$ cat src/rtl/alu_issue_stage.sv
// alu_issue_stage: decodes RV32I OP/OP-IMM into ALU requests behind a 2-entry skid buffer.
// Optional macro ALU_ISSUE_STATS_EN adds issued/illegal transfer counters.
module alu_issue_stage #(
  parameter int WIDTH = 32
) (
  input  logic             clk,
  input  logic             rst,
  input  logic             in_valid,
  output logic             in_ready,
  input  logic [31:0]      in_inst,
  input  logic [WIDTH-1:0] in_rs1,
  input  logic [WIDTH-1:0] in_rs2,
  output logic             out_valid,
  input  logic             out_ready,
  output logic [2:0]       fn,
  output logic [6:0]       funct7,
  output logic [WIDTH-1:0] a,
  output logic [WIDTH-1:0] b,
  output logic [4:0]       rd,
  output logic             illegal
`ifdef ALU_ISSUE_STATS_EN
  ,
  output logic [31:0]      stat_issued,
  output logic [31:0]      stat_illegal
`endif
);
  typedef enum logic [1:0] {EMPTY, ONE, FULL} state_t;
  typedef struct packed {
    logic [2:0]       fn;
    logic [6:0]       funct7;
    logic [WIDTH-1:0] a;
    logic [WIDTH-1:0] b;
    logic [4:0]       rd;
    logic             illegal;
  } ent_t;
  state_t state_q, state_d;
  ent_t dec, head_q, head_d, tail_q, tail_d;
  logic in_ready_q, in_ready_d, acc, xfer, shift;
  logic [6:0] opc, f7;
  logic [2:0] f3;
  logic unused_rs1_idx;
  assign unused_rs1_idx = ^in_inst[19:15];
  assign opc = in_inst[6:0];
  assign f3 = in_inst[14:12];
  assign f7 = in_inst[31:25];
  assign shift = (f3 == 3'b001) || (f3 == 3'b101);
  always_comb begin
    dec = '0;
    dec.rd = in_inst[11:7];
    if (opc == 7'b0110011) begin
      dec.fn = f3;
      dec.funct7 = f7;
      dec.a = in_rs1;
      dec.b = in_rs2;
      dec.illegal = !(f7 == 7'h00 || (f7 == 7'h20 && (f3 == 3'b000 || f3 == 3'b101)));
    end else if (opc == 7'b0010011) begin
      dec.fn = f3;
      dec.a = in_rs1;
      // non-shift immediates never carry funct7, so ADDI with imm[10]=1 stays an add
      dec.funct7 = shift ? f7 : 7'h00;
      dec.b = shift ? WIDTH'(in_inst[24:20]) : {{(WIDTH-12){in_inst[31]}}, in_inst[31:20]};
      dec.illegal = shift && !(f7 == 7'h00 || (f7 == 7'h20 && f3 == 3'b101));
    end else begin
      dec.illegal = 1'b1;
    end
  end
  assign acc = in_valid && in_ready_q;
  assign xfer = (state_q != EMPTY) && out_ready;
  always_comb begin
    state_d = state_q;
    head_d = head_q;
    tail_d = tail_q;
    case (state_q)
      EMPTY: if (acc) begin
        state_d = ONE;
        head_d = dec;
      end
      ONE: if (acc && xfer) begin
        head_d = dec;
      end else if (acc) begin
        state_d = FULL;
        tail_d = dec;
      end else if (xfer) begin
        state_d = EMPTY;
      end
      FULL: if (xfer) begin
        state_d = ONE;
        head_d = tail_q;
      end
      default: state_d = EMPTY;
    endcase
    in_ready_d = state_d != FULL;
  end
  always_ff @(posedge clk or posedge rst)
    if (rst) begin
      state_q <= EMPTY;
      in_ready_q <= 1'b1;
      head_q <= '0;
      tail_q <= '0;
    end else begin
      state_q <= state_d;
      in_ready_q <= in_ready_d;
      head_q <= head_d;
      tail_q <= tail_d;
    end
  assign in_ready = in_ready_q;
  assign out_valid = state_q != EMPTY;
  assign fn = head_q.fn;
  assign funct7 = head_q.funct7;
  assign a = head_q.a;
  assign b = head_q.b;
  assign rd = head_q.rd;
  assign illegal = head_q.illegal;
`ifdef ALU_ISSUE_STATS_EN
  logic [31:0] iss_q, iss_d, ill_q, ill_d;
  always_comb begin
    iss_d = xfer ? iss_q + 32'd1 : iss_q;
    ill_d = (xfer && head_q.illegal) ? ill_q + 32'd1 : ill_q;
  end
  always_ff @(posedge clk or posedge rst)
    if (rst) begin
      iss_q <= '0;
      ill_q <= '0;
    end else begin
      iss_q <= iss_d;
      ill_q <= ill_d;
    end
  assign stat_issued = iss_q;
  assign stat_illegal = ill_q;
`endif
endmodule

$ cat config.mk
export PLATFORM = sky130hd
export DESIGN_NAME = alu_issue_stage
export DESIGN_NICKNAME = d
export VERILOG_FILES = /design/src/rtl/alu_issue_stage.sv
export SDC_FILE = /design/constraint.sdc
export NUM_CORES = 1
export LEC_CHECK = 0
export CELL_PAD_IN_SITES_DETAIL_PLACEMENT = 0
export CELL_PAD_IN_SITES_GLOBAL_PLACEMENT = 1
export CORE_MARGIN = 3
export CORE_UTILIZATION = 34
export CTS_CLUSTER_DIAMETER = 150
export DETAILED_ROUTE_END_ITERATION = 16
export GPL_ROUTABILITY_DRIVEN = 0
export PLACE_DENSITY_LB_ADDON = 0.1
export SETUP_SLACK_MARGIN = 0.05
export SLEW_MARGIN = 20
export SYNTH_ARGS = -nofsm -noshare
export SYNTH_HDL_FRONTEND = slang
export SYNTH_SLANG_ARGS = --single-unit
$ cat constraint.sdc
create_clock -name clk -period 5.5 [get_ports clk]
set_input_delay 1.1 -clock clk [delete_from_list [all_inputs] [get_ports clk]]
set_output_delay 1.1 -clock clk [all_outputs]
set_load 0.01 [all_outputs]
==> results.yml <==
placement:
  port-buffer-count: 176
  estimated_wirelength_of_the_detail_placed_design_mm: 13.69
synthesis:
  post_synthesis_net_count: 913
  syn-cell-area_um2: 7597
  postSynthAreaPerCell_um2: 9.345
  synth_commonest_cells: "222 x sky130_fd_sc_hd__nand2_1, 162 x sky130_fd_sc_hd__dfrtp_1, 83 x sky130_fd_sc_hd__nand3_1, 56 x sky130_fd_sc_hd__nor2_1, 55 x sky130_fd_sc_hd__a31oi_1"
  yosys-top-cells-area: "sky130_fd_sc_hd__dfrtp_1 53%, sky130_fd_sc_hd__nand2_1 11%, sky130_fd_sc_hd__nand3_1 5.5%"
  synthDominantAreaCellType: "sky130_fd_sc_hd__dfrtp_1"
  synth-seq-area-share_pct: 53.71
  synth_cell_types: 47
  synthDominantCellAreaShare_pct: 53.36
  edff_count_synth: 0
  synth-main-ff-cell: "sky130_fd_sc_hd__dfrtp_1"
  asyncSetResetFlopFracSynth_pct: 100.0
  library_cell_with_the_highest_instance_count_after_synthesis: "sky130_fd_sc_hd__nand2_1"
  synth_seq_cells: 163
  synthesis.instances: 813
  ys_warn_count: 0
clocking:
  clockRootBuffer: "sky130_fd_sc_hd__clkbuf_16"
  clkTransAtPathRegs_ps: 60
  cts.path.max_buffers: 2
  hold_buffers: 0
  post_cts_resized: 0
  clock_tree.htree_level_count: 4
  cts_buffers: 17
  cts_tree: "done"
  clk-insertion-delay-late_ps: 430
  number_of_setup_buffers_added_after_cts: 0
  numClockSinks: 163
power:
  sw_frac_of_total_pct: 32.73
  total_switching_power_uw: 1421
  p_per_cell_area_nw_per_um2: 431.8
  total_leakage_power_uw: 0.004432
  pwr-share-seq_pct: 38.7
  worst_ir_drop_vdd_v: 0.0001764
  p_int_uw: 2920
  clk_network_pwr_share_pct: 27.8
  share_comb_of_total_power_pct: 33.5
setup_path:
  worst-endpoint-required_ps: 5810
  cp-start-kind: "input pin"
  reg2reg_setup_slack_ps: 2740
  path_class: "in -> reg"
  kind_of_end_point_of_the_critical_path: "register"
  crit_path_max_fanout: 36
  ff2ff_path_depth: 4
  regToRegStartpoint: "state_q[1]"
  worstPathArrival_ps: 3610
  worstReg2RegEnd: "b[4]"
timing:
  setup_viol: 0
  timing.final.crit_share_pct: 59.97
  fmax_mhz: 303.2
  hold-worst-slack_ps: 475.0
  actual_transition_at_the_worst_max_transition_pin_ps: 1091
  worst_clock_skew_ps: 11.32
  finalWorstPathRequiredPeriod_ps: 3298
  timing.max_slew.rel_slack_pct: 27.10
  sum_of_negative_setup_slack_ps: 0
  timing.final.max_slew_violations: 0
  hold_violations: 0
  grt_setup_unrepaired: "no"
floorplan:
  start_util_pct: 34.71
  placementRows: 54
  die_area_um2: 24170
  chipHeight_um: 155.5
  die_width_um: 155.5
  i_o_pins: 182
  fp.coreArea_um2: 21890
route:
  detail_route.iter0.violations: 390
  drt-pass1-iter-count: 5
  routed-via-count: 6496
  dr_wl_cell_um: 17.81
  post-route-drc-count: 0
  drtAntennaViolNets: 0
  routed_wl_mm: 22.07
  route.detailed.vias_per_inst: 5.243
cells_and_area:
  area.growth.synth_to_final_pct: 32.34
  antennaDiodeCount: 0
  fraction_of_final_layout_cells_sized_beyond_drive_strength_1_pct: 8.655
  final_nets: 1047
worst_hold_path:
  min_delay_worst_endpoint: "tail_q[16]"
  whs_path_depth: 2
  min-delay-start: "tail_q[16]"
  hold_class: "reg -> reg"
global_route:
  grt_max_degree: 114
  grt_first_pass_wirelength_mm: 35.77
  grt_overflow_total: 0
  gr-usage-all-layers_pct: 18.49
  initial_antenna_violation_count: 0
  grt_pass1_vias: 6508
run_status:
  outcome: "finished, final reports clean"
job:
  maxCapViolations: 0
## through the flow
step	setup slack (ps)	utilization (%)	total power (uW)	area (um2)	cells
after floorplan	2330	-	2373	7601	813
after global placement	1805	43.11	3148	9437	1207
after detailed placement	1756	43.23	3189	9464	1208
after CTS	2208	45.93	4414	10050	1239
after global routing	2024	45.93	4605	10050	1239
final	2202	45.93	4341	10050	1239
## kinds of logic after synthesis
| family | Yosys count | synth area share [%] |
|---|---|---|
| flops | 163 | 53.71 |
| simple gates | 394 | 22.46 |
| buf+inv | 83 | 5.731 |
| mux | 14 | 1.976 |
| xor+xnor | 1 | 0.1153 |
| compound gates | 158 | 16.01 |
## area by class of cell
type	count	area [um2]
clock buffers	17	425.4
clock inverters	14	165.2
fillers	2085	11840
inverters	9	37.54
multi-input cells	567	3104
flip-flops and latches	163	4080
well taps	280	350.3
repair buffers	189	1892
## cells in the final DEF (no fill, tap or decap), types with 2 or more instances in the layout
cell	count
sky130_fd_sc_hd__a211oi_2	13
sky130_fd_sc_hd__dfrtp_1	162
sky130_fd_sc_hd__nand3_1	83
sky130_fd_sc_hd__mux2_2	8
sky130_fd_sc_hd__a22o_1	7
sky130_fd_sc_hd__inv_1	8
sky130_fd_sc_hd__clkdlybuf4s50_1	176
sky130_fd_sc_hd__clkinvlp_4	4
sky130_fd_sc_hd__and3_1	9
sky130_fd_sc_hd__a21oi_2	3
sky130_fd_sc_hd__buf_4	11
sky130_fd_sc_hd__nor2_1	56
sky130_fd_sc_hd__o311ai_0	4
sky130_fd_sc_hd__a21oi_1	19
sky130_fd_sc_hd__bufinv_16	2
sky130_fd_sc_hd__o31ai_1	11
sky130_fd_sc_hd__nand4_1	8
sky130_fd_sc_hd__a221o_1	8
sky130_fd_sc_hd__nor2b_4	3
sky130_fd_sc_hd__mux2i_1	6
sky130_fd_sc_hd__inv_8	3
sky130_fd_sc_hd__nand2_1	222
sky130_fd_sc_hd__a21o_1	13
sky130_fd_sc_hd__a31oi_1	55
sky130_fd_sc_hd__o22a_1	13
sky130_fd_sc_hd__inv_6	4
sky130_fd_sc_hd__clkbuf_16	17
sky130_fd_sc_hd__o21a_1	6
## worst max-delay path by stage
stage	startpoint	to	slack, ps
2_1_floorplan	rst	a[0]	2330
5_1_grt	out_ready	b[3]	2020
4_1_cts	out_ready	b[4]	2210
3_5_place_dp	out_ready	b[4]	1760
6_report	out_ready	b[4]	2200
3_3_place_gp	out_ready	b[4]	1800
## flip-flops by register name, indices dropped and copies added, names as in the netlist
signal    cells
state_q       2
fn            3
b            32
a            32
in_ready      1
illegal       1
funct7        7
tail_q       80
rd            5
## worst max-delay path, stage by stage
cell and delay [ps]:
sky130_fd_sc_hd__clkdlybuf4s50_1 630, sky130_fd_sc_hd__nor2b_4 100, sky130_fd_sc_hd__o32ai_4 860, sky130_fd_sc_hd__buf_4 500, sky130_fd_sc_hd__o311ai_0 230, sky130_fd_sc_hd__o21a_1 150
## power groups by stage
stage / clock network, uW / logic [uW] / registers [uW]
floorplan: 0 / 578 / 1800
global placement: 0 / 1450 / 1700
detailed placement: 0 / 1480 / 1710
CTS: 1240 / 1480 / 1690
global route: 1300 / 1590 / 1720
finish: 1210 / 1460 / 1680
## per-layer routing
layer | routed length (um) | track usage (%) | up-vias
met5 | 0 | 0 | -
met4 | 272 | 4.627 | 0
met3 | 1225 | 4.701 | 21
met2 | 10700 | 30.33 | 164
met1 | 9874 | 24.60 | 3230
li1 | - | - | 3081
(Power assumes the default switching activity.)
